==> src/rtl/wb_simple_master.sv <==
// rtl/wb_simple_master.sv - single-outstanding Wishbone B4 pipelined master
// Turns a level request/complete handshake into one Wishbone cycle; every output is registered.
module wb_simple_master #(
  parameter int ADDR_WIDTH     = 32,
  parameter int DATA_WIDTH     = 32,
  parameter int TIMEOUT_CYCLES = 1024
) (
  input  logic                    wb_clk,
  input  logic                    reset,
  input  logic                    wb_rst,
  input  logic                    wb_ack,
  input  logic                    wb_err,
  input  logic                    wb_stall,
  input  logic [DATA_WIDTH-1:0]   wb_dat_i,
  output logic                    wb_cyc,
  output logic                    wb_stb,
  output logic                    wb_we,
  output logic [DATA_WIDTH/8-1:0] wb_sel,
  output logic [ADDR_WIDTH-1:0]   wb_adr,
  output logic [DATA_WIDTH-1:0]   wb_dat_o,
  input  logic                    request,
  input  logic                    write,
  input  logic [ADDR_WIDTH-1:0]   address,
  input  logic [DATA_WIDTH-1:0]   data_to_bus,
  input  logic [DATA_WIDTH/8-1:0] byte_sel,
  output logic                    busy,
  output logic [DATA_WIDTH-1:0]   data_from_bus,
  output logic                    ready_from_bus,
  output logic                    error_from_bus
);

  localparam int CNT_W = (TIMEOUT_CYCLES > 1) ? $clog2(TIMEOUT_CYCLES) : 1;
  localparam logic [CNT_W-1:0] CNT_LAST = CNT_W'(TIMEOUT_CYCLES - 1);

  typedef enum logic [1:0] {IDLE, REQ, WAIT, DONE} state_t;

  state_t                  state, state_n;
  logic [CNT_W-1:0]        cnt, cnt_n;
  logic                    cyc_n, stb_n, we_n, busy_n, ready_n, err_n;
  logic [DATA_WIDTH/8-1:0] sel_n;
  logic [ADDR_WIDTH-1:0]   adr_n;
  logic [DATA_WIDTH-1:0]   dat_o_n, dfb_n;
  logic                    timeout_hit;

  // cnt is 0 on the edge after wb_cyc rises, so cnt==TIMEOUT-1 marks the TIMEOUT-th edge
  assign timeout_hit = (TIMEOUT_CYCLES != 0) && (cnt == CNT_LAST);

  always_ff @(posedge wb_clk) begin
    if (!reset || wb_rst) begin
      state          <= IDLE;
      cnt            <= '0;
      wb_cyc         <= 1'b0;
      wb_stb         <= 1'b0;
      wb_we          <= 1'b0;
      wb_sel         <= '0;
      wb_adr         <= '0;
      wb_dat_o       <= '0;
      busy           <= 1'b0;
      data_from_bus  <= '0;
      ready_from_bus <= 1'b0;
      error_from_bus <= 1'b0;
    end else begin
      state          <= state_n;
      cnt            <= cnt_n;
      wb_cyc         <= cyc_n;
      wb_stb         <= stb_n;
      wb_we          <= we_n;
      wb_sel         <= sel_n;
      wb_adr         <= adr_n;
      wb_dat_o       <= dat_o_n;
      busy           <= busy_n;
      data_from_bus  <= dfb_n;
      ready_from_bus <= ready_n;
      error_from_bus <= err_n;
    end
  end

  always_comb begin
    state_n = state;
    cnt_n   = cnt;
    cyc_n   = wb_cyc;
    stb_n   = wb_stb;
    we_n    = wb_we;
    sel_n   = wb_sel;
    adr_n   = wb_adr;
    dat_o_n = wb_dat_o;
    busy_n  = busy;
    dfb_n   = data_from_bus;
    ready_n = ready_from_bus;
    err_n   = error_from_bus;

    case (state)
      IDLE: begin
        if (request) begin
          state_n = REQ;
          cnt_n   = '0;
          cyc_n   = 1'b1;
          stb_n   = 1'b1;
          we_n    = write;
          sel_n   = byte_sel;
          adr_n   = address;
          dat_o_n = data_to_bus;
          busy_n  = 1'b1;
        end
      end
      REQ, WAIT: begin
        cnt_n = cnt + 1'b1;
        // a response ends the cycle even if it arrives while the strobe is still stalled
        if (wb_ack || wb_err || timeout_hit) begin
          state_n = DONE;
          cyc_n   = 1'b0;
          stb_n   = 1'b0;
          we_n    = 1'b0;
          sel_n   = '0;
          if (wb_err || !wb_ack) begin
            err_n = 1'b1;
          end else begin
            ready_n = 1'b1;
            if (!wb_we) dfb_n = wb_dat_i;
          end
        end else if (state == REQ && !wb_stall) begin
          state_n = WAIT;
          stb_n   = 1'b0;
        end
      end
      DONE: begin
        if (!request) begin
          state_n = IDLE;
          busy_n  = 1'b0;
          ready_n = 1'b0;
          err_n   = 1'b0;
        end
      end
      default: state_n = IDLE;
    endcase
  end

endmodule

==> config.mk <==
export PLATFORM = sky130hd
export DESIGN_NAME = wb_simple_master
export DESIGN_NICKNAME = d
export VERILOG_FILES = /design/src/rtl/wb_simple_master.sv
export SDC_FILE = /design/constraint.sdc
export NUM_CORES = 1
export LEC_CHECK = 0
export ABC_AREA = 1
export BUFFER_PORTS_ARGS = -buffer_cell sky130_fd_sc_hd__buf_2
export CELL_PAD_IN_SITES_DETAIL_PLACEMENT = 1
export CELL_PAD_IN_SITES_GLOBAL_PLACEMENT = 1
export CORE_MARGIN = 4
export CORE_UTILIZATION = 25
export DETAILED_ROUTE_END_ITERATION = 8
export GPL_ROUTABILITY_DRIVEN = 0
export PLACE_DENSITY_LB_ADDON = 0.08
export SETUP_SLACK_MARGIN = 0.3
export SYNTH_ARGS = -nofsm -noshare
export SYNTH_HDL_FRONTEND = slang
export SYNTH_SLANG_ARGS = --single-unit
==> constraint.sdc <==
create_clock -name wb_clk -period 2 [get_ports wb_clk]
set_clock_uncertainty 0.15 [all_clocks]
set_input_delay 0.3 -clock wb_clk [delete_from_list [all_inputs] [get_ports wb_clk]]
set_output_delay 0.3 -clock wb_clk [all_outputs]
set_load 0.01 [all_outputs]
**After elaboration in Yosys (flattened, before gate mapping)**

Index checks and enable logic that the tools add are counted.

- Bitwise gates (word level): 2
- Mux-type cells: 26
- Reductions and logical operators: 22
- Add/subtract/negate cells: 1
- Equality and inequality tests: 10

Operator list:

| kind | count |
|---|---|
| 10-bit one-hot mux with 2 select lines | 1 |
| 1-bit one-hot mux with 2 select lines | 6 |
| 3-bit AND reduction | 4 |
| 4-bit AND reduction | 3 |
| 10-bit by 1-bit adder with 10-bit output, second input constant | 1 |
| 10-bit == test, second input constant | 1 |
| 1-bit 2-to-1 mux | 10 |
| 10-bit 2-to-1 mux | 1 |
| 2-bit != test, second input constant | 5 |
| 2-bit 2-to-1 mux | 4 |
| 4-bit 2-to-1 mux | 2 |
| 4-bit one-hot mux with 2 select lines | 1 |
| 2-bit one-hot mux with 3 select lines | 1 |
| 2-bit nonzero test | 3 |
| 2-bit == test, second input constant | 2 |
| 1-bit logical OR | 4 |
| 2-bit AND reduction | 2 |
| 1-bit logical NOT | 3 |
| 3-bit != test, second input constant | 1 |
| 2-bit by 1-bit == test with 1-bit output, second input constant | 1 |
| 2-bit logical NOT | 1 |
| 1-bit NOT | 2 |
| 2-bit OR reduction | 1 |
| 1-bit logical AND | 1 |

- Logic and storage cells: 73
- Input bits: 108
- Flip-flop bits (word level): 118
- Output and inout bits: 106

**Logic depth before layout (Yosys ltp)**

Gate-level depths: netlist of run 1.

- Word-level depth: 5
- Depth in mapped cells: 10
- Depth with buffers taken out: 10

**Worst setup path before layout of run 1**

Ideal clock, no wire load.

- Path kind: reg-to-reg
- Start: reg state[0]
- End: reg cnt[4]
- Path buffers: 0
- Data required time: 1.722 ns
- Setup time: 0.128 ns
- Period minus slack after synthesis: 1.706 ns
- Stages on the path, launching flop included: 9
- Arrival time: 1.429 ns
- Setup slack: 0.294 ns
- Path through: dfxtp_1 -> inv_1 -> ha_1 -> nor2_1 -> nand2_1 -> nand2_1 -> inv_1 -> o21ai_0 -> nor2_1

- Cells in the longest elaborated chain, start to end: 4
- Elaborated cells on any way between the ends: 8
- Those cells by class: eq/ne (3); mux (1); reduce/logical (4)

RTL lines:

| what | line | source |
|---|---|---|
| start: declaration | 37 | `state_t state, state_n;` |
| start signal: assignment | 63 | `state <= state_n;` |
| 2-bit by 1-bit == test with 1-bit output / 2-bit == test (equally long branches) | 92 | `case (state)` |
| 2-bit OR reduction | 92 |  |
| 2-bit nonzero test (no source line) | n/a |  |
| 2-bit AND reduction (no source line) | n/a |  |
| end signal: assignment | 64 | `cnt <= cnt_n;` |
| end: declaration | 38 | `logic [CNT_W-1:0] cnt, cnt_n;` |

Several ways; a longest one is shown, not always the timed one.
A chain may end at the register's enable or synchronous reset.

**Final worst setup path of run 1**

- Start: reg state[1]
- End: reg data_from_bus[13]

- Cells in the longest elaborated chain, start to end: 3
- Elaborated cells on any way between the ends: 4
- Those cells by class: eq/ne (2); reduce/logical (2)

RTL lines:

| what | line | source |
|---|---|---|
| 2-bit by 1-bit == test with 1-bit output / 2-bit == test (equally long branches) | 92 |  |
| 2-bit OR reduction (*) | 92 |  |
| 4-bit AND reduction (no source line) (*) | n/a |  |
| end signal: assignment | 72 | `data_from_bus <= dfb_n;` |
| end: declaration | 27 | `output logic [DATA_WIDTH-1:0] data_from_bus,` |

Every way passes the cells marked *; elsewhere a longest branch is shown, timed or not.

==> results.toml, run 1 <==
[detailed_routing]
wl_per_cell_um = 15.33
vias = 4993
drt-initial-drc-count = 131
first_pass_iters = 4
drtAntennaViolNets = 0
drc_errors = 0
routed_via_density = 4.446
finalWirelength_mm = 17.21

[hold_path]
min_to = "wb_adr[28]"
hold_class = "input port to flop"
min_from = "address[28]"
worstHoldPathCells = 3

[status]
status = "complete, no violations"

[yosys]
seq_area_frac_synth = 0.5336
synth_seq_cells = 118
yosys.area.top_type = "dfxtp_1"
synth-edff-count = 0
syn-instance-count = 567
synth-warning-count = 0
ys_top_cells_by_area = "dfxtp_1 (53%), nor2_1 (16%), o21ai_0 (9.9%)"
syn_avg_cell_area_um2 = 7.807
async_flop_share = 0
synth_top_area_share = 0.5336
syn_nets = 679
synth_area_mm2 = 0.004427
synthFlopType = "dfxtp_1"
synthDistinctLibCells = 25

[cts]
htree_num_levels = 4
numCtsBuffers = 17
clockRootBuffer = "clkbuf_16"
numClockSinks = 118
clk_pin_slew_ps = 60
cts_max_path_buffers = 2
cts_tree = "built"
clock_latency_ps = 420

[worst_setup_path]
crit_buf_inv = 4
timing.rr.start = "state[1]"
r2r_end = "data_from_bus[13]"
max_stage_delay_ps = 330
arrival_ps = 1930
critPathTopFamily = "simple AND/OR/NAND/NOR gates"
worstSetupPathType = "flop to flop"
ff2ff_path_depth = 10
crit_chain = "inv_2, ha_4, inv_4, nor2_4, nand2_4, nor2_8, buf_6, buf_16, o21ai_2, nor2_1"
cp.required_ps = 2200
crit_path_end_kind = "flop"
worstSetupStartpointType = "flop"
critPathSlowestCell = "dfxtp_2"
crit_path_max_fanout = 8
r2r_slack_ps = 280

[run]
cap_violations = 0

[sta]
hold-worst-slack_ps = 17.62
setup_tns_ps = 0
min_period_ps = 1724
worst_pin_slew_ps = 387.6
timing.final.crit_share = 0.8619
rsz0062_at_grt = "true"
max_freq_mhz = 580.1
finalSetupViolations = 0
hold_viol_final = 0
setup_ws_ps = 276.3
maxSlewHeadroom = 0.7392
drv_slew = 0

[finish]
fin_cells = 1123
stdcell_area_mm2 = 0.007611
diodes = 0
fin_nets = 999
fill_cells = 2115
multi_input_area_mm2 = 0.001988
regArea_mm2 = 0.002366
synthToLayoutAreaGrowth_pct = 71.93
drive_gt1_frac = 0.3786

[place]
pre_cts_slack_ps = 137.3
port-buffer-count = 213
place_area_mm2 = 0.005714
placedCellCount = 982
dp_hpwl_mm = 10.97

[global_routing]
grt_pass1_vias = 5388
antenna_found_initial = 0
overflow = 0
grt_max_degree = 65
track_usage = 0.1722
grt_first_pass_wirelength_mm = 27.36

[floorplanning]
die_w_um = 141.1
die-area_mm2 = 0.01990
fp.dieH_um = 141.1
start_util = 0.2559
coreArea_mm2 = 0.01730
ios = 214
rows = 48

[power]
ir_worst_vdd_v = 0.0005605
power.density_mw_per_mm2 = 815.6
p_leak_nw = 3.549
-- synth_stat cells (6+ instances only) --
master    instances
nand3_1          14
o21ai_0          88
clkbuf_1         15
a21oi_1          19
nor2_1          190
dfxtp_1         118
buf_2             8
nor2_2           15
o21ai_1          15
buf_6             6
inv_1            18
nand2_1          36
-- stage by stage --
stage	util	total power, mW
after floorplan	-	2.902
after global placement	0.3304	3.203
after global routing	0.4400	6.521
final	0.4400	6.207
after detailed placement	0.3304	3.224
after CTS	0.4299	6.260
-- worst max path at each step --
| stage | start | end | depth (start not counted) |
|---|---|---|---|
| after floorplan | state[0] | cnt[4] | 8 |
| after global routing | state[0] | cnt[2] | 9 |
| after global placement | state[0] | cnt[4] | 8 |
| final | state[1] | data_from_bus[13] | 10 |
| after detailed placement | state[0] | data_from_bus[10] | 9 |
| after CTS | state[1] | data_from_bus[19] | 10 |
-- final cells by class --
type	count	area share
Clock buffer	20	0.05869
Clock inverter	10	0.01101
Inverter	21	0.01299
Multi-Input combinational cell	397	0.2612
Sequential cell	118	0.3109
Tap cell	225	0.03699
Timing Repair Buffer	332	0.3082
-- report_power, final --
group	total [mW]	switching (mW)	leakage (nW)	internal [mW]
logic	0.935	0.484	2.33	0.452
registers	2.49	0.0486	0.961	2.45
clock network	2.78	1.07	0.261	1.71
total	6.21	1.60	3.55	4.61
-- placed cells by master (no fill, tap or decap), types with 2 or more instances in the layout --
| cell | Yosys | layout |
|---|---|---|
| nand2_2 | 0 | 4 |
| o21ai_1 | 15 | 12 |
| buf_12 | 0 | 5 |
| nor3_1 | 4 | 3 |
| clkbuf_1 | 15 | 2 |
| buf_6 | 6 | 5 |
| o21ai_2 | 0 | 10 |
| a21oi_2 | 0 | 3 |
| ha_1 | 4 | 2 |
| nor2_2 | 15 | 25 |
| o21ai_0 | 88 | 80 |
| nand3_1 | 14 | 11 |
| inv_1 | 18 | 13 |
| nand3_2 | 0 | 3 |
| dfxtp_1 | 118 | 115 |
| a21oi_1 | 19 | 16 |
| inv_4 | 1 | 3 |
| inv_2 | 2 | 4 |
| nand2_1 | 36 | 31 |
| clkbuf_16 | 0 | 18 |
| buf_2 | 8 | 213 |
| buf_16 | 0 | 3 |
| clkinv_2 | 0 | 6 |
| nor2_4 | 2 | 4 |
| nand2_4 | 3 | 3 |
| nand4_1 | 3 | 3 |
| dfxtp_2 | 0 | 3 |
| dlygate4sd3_1 | 0 | 91 |
| ha_4 | 0 | 2 |
| nor2_1 | 190 | 178 |
| buf_4 | 0 | 14 |
| clkinvlp_4 | 0 | 2 |
-- kinds of logic after synthesis --
family | Yosys count | synth area share
fa+ha+maj | 4 | 0.01131
compound gates | 122 | 0.1379
flops | 118 | 0.5336
simple gates | 271 | 0.2598
buf+inv | 52 | 0.05737
-- worst reg2reg max path: stages (launching register included) --
cell	delay (ps)
dfxtp_2	330
inv_2	60
ha_4	300
inv_4	40
nor2_4	100
nand2_4	70
nor2_8	140
buf_6	150
buf_16	140
o21ai_2	60
nor2_1	120
-- timing repair --
item | in CTS | in global routing
buffers inserted | 13 | 3
endpoints found under the hold margin | 91 | 0
hold buffers | 91 | 0
gates cloned | 3 | 1
gates resized for setup | 36 | 37
endpoints found under the setup margin | 105 | 69
pin swaps | 11 | 24
-- layer usage --
layer  part of all wire  track usage
met5                  0            0
met4              0.022      0.05966
met3              0.066      0.06649
met2               0.53       0.3125
met1               0.38       0.1808
-- registers in the layout, indices dropped and copies added, names as in the netlist --
register        count
wb_dat_o           32
wb_cyc              1
wb_we               1
state               2
error_from_bus      1
wb_adr             32
cnt                10
wb_sel              4
wb_stb              1
ready_from_bus      1
data_from_bus      32
busy                1
No activity file was read; power rests on OpenSTA's default activity.
==> inputs of run 2 (changes only) <==
--- a/config.mk
+++ b/config.mk
@@ -17,2 +17,3 @@
 export SETUP_SLACK_MARGIN = 0.3
+export SLEW_MARGIN = 20
 export SYNTH_ARGS = -nofsm -noshare
==> constraint.sdc (replaced) <==
create_clock -name wb_clk -period 2 [get_ports wb_clk]
set_clock_uncertainty 0.15 [all_clocks]
set_input_delay 0.1 -clock wb_clk [delete_from_list [all_inputs] [get_ports wb_clk]]
set_output_delay 0.1 -clock wb_clk [all_outputs]
set_load 0.01 [all_outputs]
==> run 2 against run 1 <==
The run now ends with negative hold slack left; critical path depth did not move; wire length rose by 0.11%; worst hold slack got worse by 140 ps; via count grew 0.26%; largest cell class unchanged; highest routed layer unchanged; critical path type unchanged; critical endpoint is now data_from_bus[10].
==> results.toml, run 2 (synthesis results as in run 1) <==
[cts]
numClockSinks = 118
cts_tree = "built"
clockRootBuffer = "clkbuf_16"
numCtsBuffers = 17
cts_max_path_buffers = 2
clock_latency_ps = 400
cts_hold_buf = 102
clk_pin_slew_ps = 60
htree_num_levels = 4

[hold_path]
hold_class = "input port to flop"

[sta]
timing.final.crit_share = 0.8826
drv_slew = 0
rsz0062_at_grt = "true"
finalSetupViolations = 0
maxSlewHeadroom = 0.6360
setup_ws_ps = 234.8
max_freq_mhz = 566.5
min_period_ps = 1765
setup_tns_ps = 0
hold-worst-slack_ps = -118.1
hold_viol_final = 2
worst_pin_slew_ps = 546.1

[run]
cap_violations = 0

[floorplanning]
die-area_mm2 = 0.01990
coreArea_mm2 = 0.01730
die_w_um = 141.1
start_util = 0.2559
fp.dieH_um = 141.1
ios = 214
rows = 48

[finish]
fin_nets = 998
most-common-layout-cells = "buf_2 (213), nor2_1 (173), dfxtp_1 (115), dlygate4sd3_1 (102), o21ai_0 (83)"
synthToLayoutAreaGrowth_pct = 72.53
final_common_cell = "buf_2"
fill_cells = 2098
largestRegisters = "data_from_bus x32, wb_adr x32, wb_dat_o x32"
drive_gt1_frac = 0.3582
post-route-util = 0.4416
diodes = 0
regArea_mm2 = 0.002369
multi_input_area_mm2 = 0.001953

[detailed_routing]
vias = 5006
finalWirelength_mm = 17.23
drc_errors = 0
first_pass_iters = 4
drt-initial-drc-count = 129
drtAntennaViolNets = 0
wl_per_cell_um = 15.33
routed_via_density = 4.454

[worst_setup_path]
crit_path_end_kind = "flop"
arrival_ps = 1920
crit_path_max_fanout = 32
critPathSlowestCell = "dfxtp_4"
crit_chain = "inv_2, ha_4, inv_4, nor2_4, nand2_4, nor2_8, buf_12, inv_16, nor2_1, nor2_2"
max_stage_delay_ps = 360
cp.required_ps = 2150
crit_buf_inv = 4
critPathTopFamily = "simple AND/OR/NAND/NOR gates"
worstSetupPathType = "flop to flop"
worstSetupStartpointType = "flop"

[place]
dp_hpwl_mm = 10.89
pre_cts_slack_ps = 167.6
port-buffer-count = 213

[global_routing]
grt_first_pass_wirelength_mm = 26.74
grt_max_degree = 65
grt_pass1_vias = 5424
track_usage = 0.1672
antenna_found_initial = 0
overflow = 0

[power]
power.density_mw_per_mm2 = 860.5
ir_worst_vdd_v = 0.0005266
power_mw = 6.572
p_leak_nw = 3.548

[status]
violations = "negative hold slack"
status = "finished, violations left"
-- run 2: cell types whose count changed in the layout (fill, tap and decap cells not counted), sizes merged --
cell | before | now
buf | 240 | 227
bufinv | 1 | 3
clkbuf | 21 | 26
clkinv | 7 | 3
dlygate4sd3 | 91 | 102
-- run 2: power breakdown --
part / total (mW) / switching, mW / internal (mW) / leakage, nW
sequential: 2.49 / 0.0491 / 2.45 / 0.961
combinational: 0.907 / 0.475 / 0.432 / 2.29
clock: 3.17 / 1.08 / 2.09 / 0.296
total: 6.57 / 1.61 / 4.96 / 3.55
-- run 2: timing repair --
| action | in CTS | in global routing |
|---|---|---|
| buffers inserted | 4 | 1 |
| endpoints found under the setup margin | 102 | 72 |
| pin swaps | 1 | 14 |
| gates cloned | 1 | 2 |
| gates resized for setup | 12 | 43 |
| endpoints found under the hold margin | 104 | 2 |
-- run 2: final cells by class --
cell class,instances,area share
sequential,118,0.3101
timing repair buffer,331,0.3044
multi-input combinational,397,0.2557
clock buffer,24,0.06438
tap,225,0.03686
clock inverter,8,0.01573
inverter,21,0.01278
-- run 2: tightest hold or removal path: stages --
cell and delay, ps:
buf_2 100, nor2_4 60, o21ai_0 80, a21oi_1 50
-- run 2: final timing paths --
kind / startpoint / endpoint / slack, ps / cells after the start
min: wb_rst / state[1] / -120 / 4
max reg2reg: state[0] / data_from_bus[10] / 230 / 10
max: state[0] / data_from_bus[10] / 230 / 10
min reg2reg: wb_stb / wb_stb / 320 / 2
-- run 2: routing by layer --
metal,track usage,wire length (um),up-vias
met2,0.2982,8976,139
met3,0.05393,1041,29
li1,-,-,2467
met5,0,0,-
met1,0.1791,6808,2371
met4,0.07649,404,0
-- run 2: through the flow --
stage	instance area [um^2]	hold WS, ps	instances
after global routing	7637	-90.82	1124
after CTS	7450	-124.0	1121
after floorplan	4427	78.20	567
after detailed placement	5702	181.7	982
after global placement	5702	170.3	982
final	7637	-118.1	1124
==> inputs of run 3 (changes only) <==
Settings changed: CTS_BUF_LIST set to sky130_fd_sc_hd__clkbuf_4.
Clock period 2 ns to 1.45 ns, I/O delays scaled along.
==> run 3 against run 2 <==
Highest routed layer is now met5; clock-buffer cell count is 5 lower; the run ends with negative hold slack, negative setup slack left; combinational power up 140%; critical endpoint is now data_from_bus[29]; fmax is 0.43% lower; via count is 8.8% higher; cell count rose by 7.5%; global-route usage is 1.8 points higher; worst hold slack better by 81 ps.
==> results.toml, run 3 (synthesis results as in run 1) <==
[cts]
numCtsBuffers = 17
numClockSinks = 118
cts_tree = "built"
clock_latency_ps = 520
clk_pin_slew_ps = 100
cts_hold_buf = 104
clockRootBuffer = "clkbuf_4"
htree_num_levels = 4
cts_max_path_buffers = 2

[floorplanning]
die_w_um = 141.1
ios = 214
rows = 48
start_util = 0.2559
fp.dieH_um = 141.1
die-area_mm2 = 0.01990
coreArea_mm2 = 0.01730

[worst_setup_path]
arrival_ps = 2080
max_stage_delay_ps = 380
critPathSlowestCell = "dfxtp_4"
worstSetupPathType = "flop to flop"
worstSetupStartpointType = "flop"
crit_path_end_kind = "flop"
startpoint = "state[1]"
crit_top_cell = "inv_4"
timing.rr.start = "state[1]"
cp.required_ps = 1750
crit_chain = "inv_4, ha_4, inv_4, nor2_4, nand2_4, nor2_8, buf_12, buf_8, o21ai_0, nor2_1"
crit_path_max_fanout = 7

[finish]
fin_cells = 1208
stdcell_area_mm2 = 0.009630
synthToLayoutAreaGrowth_pct = 117.6
drive_gt1_frac = 0.6065
post-route-util = 0.5568
largestRegisters = "data_from_bus x32, wb_adr x32, wb_dat_o x32"
fin_nets = 1081
most-common-layout-cells = "nor2_1 (167), buf_6 (113), buf_2 (110), dfxtp_2 (104), dlygate4sd3_1 (104)"
fill_cells = 1958
final_common_cell = "nor2_1"

[power]
seq_power_share = 0.450
cell_internal_pwr_mw = 5.445
ir_worst_vdd_v = 0.0004271
combinationalPowerShare = 0.282
power.density_mw_per_mm2 = 805.6
p_sw_mw = 2.314
p_leak_nw = 4.197
swShare = 0.2982
power_frac_clock = 0.269

[sta]
rsz0062_at_grt = "true"
setup_ws_ps = -322.7
setup_tns_ps = -19990
drv_slew = 0
finalSetupViolations = 118
hold-worst-slack_ps = -37.54
min_period_ps = 1773
worst_pin_slew_ps = 513.6
maxSlewHeadroom = 0.6573
max_freq_mhz = 564.1
hold_viol_final = 8
timing.final.crit_share = 1.223

[detailed_routing]
drt-initial-drc-count = 139
drc_errors = 0
finalWirelength_mm = 20.42
wl_per_cell_um = 16.90
vias = 5449
drtAntennaViolNets = 0
first_pass_iters = 4
routed_via_density = 4.511

[global_routing]
antenna_found_initial = 3
grt_pass1_vias = 5720
overflow = 0
grt_first_pass_wirelength_mm = 29.44
grt_max_degree = 51
track_usage = 0.1854

[place]
placedCellCount = 1004
port-buffer-count = 213
place_area_mm2 = 0.005953
dp_hpwl_mm = 11.34

[hold_path]
hold_class = "input port to flop"
min_from = "wb_err"

[status]
violations = "negative hold slack, negative setup slack"
status = "finished, violations left"

[run]
cap_violations = 0
## run 3: final timing paths
check / endpoint / slack (ps) / cells past startpoint
max: data_from_bus[29] / -320 / 10
min: wb_stb / -40 / 6
max reg2reg: data_from_bus[29] / -320 / 10
min reg2reg: wb_cyc / 320 / 2
## run 3: routing by layer
metal	up-vias	wire [um]	track usage
met5	-	7	0
met4	2	386	0.05405
met3	24	1073	0.05326
met2	158	11080	0.3346
met1	2611	7870	0.2120
li1	2654	-	-
## run 3: power groups by stage
stage	logic [mW]	clock network, mW	registers (mW)
2_1_floorplan	0.541	0	3.56
3_3_place_gp	1.02	0	3.50
3_5_place_dp	1.05	0	3.51
4_1_cts	1.87	2.19	3.47
5_1_grt	2.34	2.35	3.51
6_report	2.18	2.09	3.49
## run 3: stage by stage
step / power [mW] / setup WS, ps / hold slack (ps)
2_1_floorplan: 4.105 / -158.0 / 50.70
3_3_place_gp: 4.529 / -224.8 / 144.8
3_5_place_dp: 4.560 / -301.3 / 160.2
4_1_cts: 7.538 / -234.6 / -108.7
5_1_grt: 8.194 / -421.3 / -61.12
6_report: 7.759 / -322.7 / -37.54
## run 3: what timing repair did
| action | 4_1_cts | 5_1_grt |
|---|---|---|
| setup endpoints to repair | 224 | 224 |
| gates resized for setup | 302 | 131 |
| buffers inserted | 19 | 32 |
| cloned | 14 | 2 |
| pin swaps | 14 | 35 |
| endpoints found under the hold margin | 118 | 9 |
## run 3: final cells by class
| type | count | area [um^2] | area share |
|---|---|---|---|
| sequential | 118 | 2507 | 0.2604 |
| antenna | 2 | 5.005 | 0.0005197 |
| tap | 225 | 281.5 | 0.02923 |
| clock inverter | 12 | 88.84 | 0.009224 |
| multi-input combinational | 397 | 2472 | 0.2567 |
| inverter | 21 | 126.4 | 0.01312 |
| timing repair inverter | 1 | 8.758 | 0.0009094 |
| timing repair buffer | 413 | 3998 | 0.4151 |
| clock buffer | 19 | 142.6 | 0.01481 |
## run 3: critical path, delay by kind of cell (launching register included)
kind	cells	cell delay [ps]
and+or+nand+nor	4	440
buffers and inverters	4	360
DFF	1	380
adders and majority gates	1	290
AOI/OAI and AO/OA	1	100
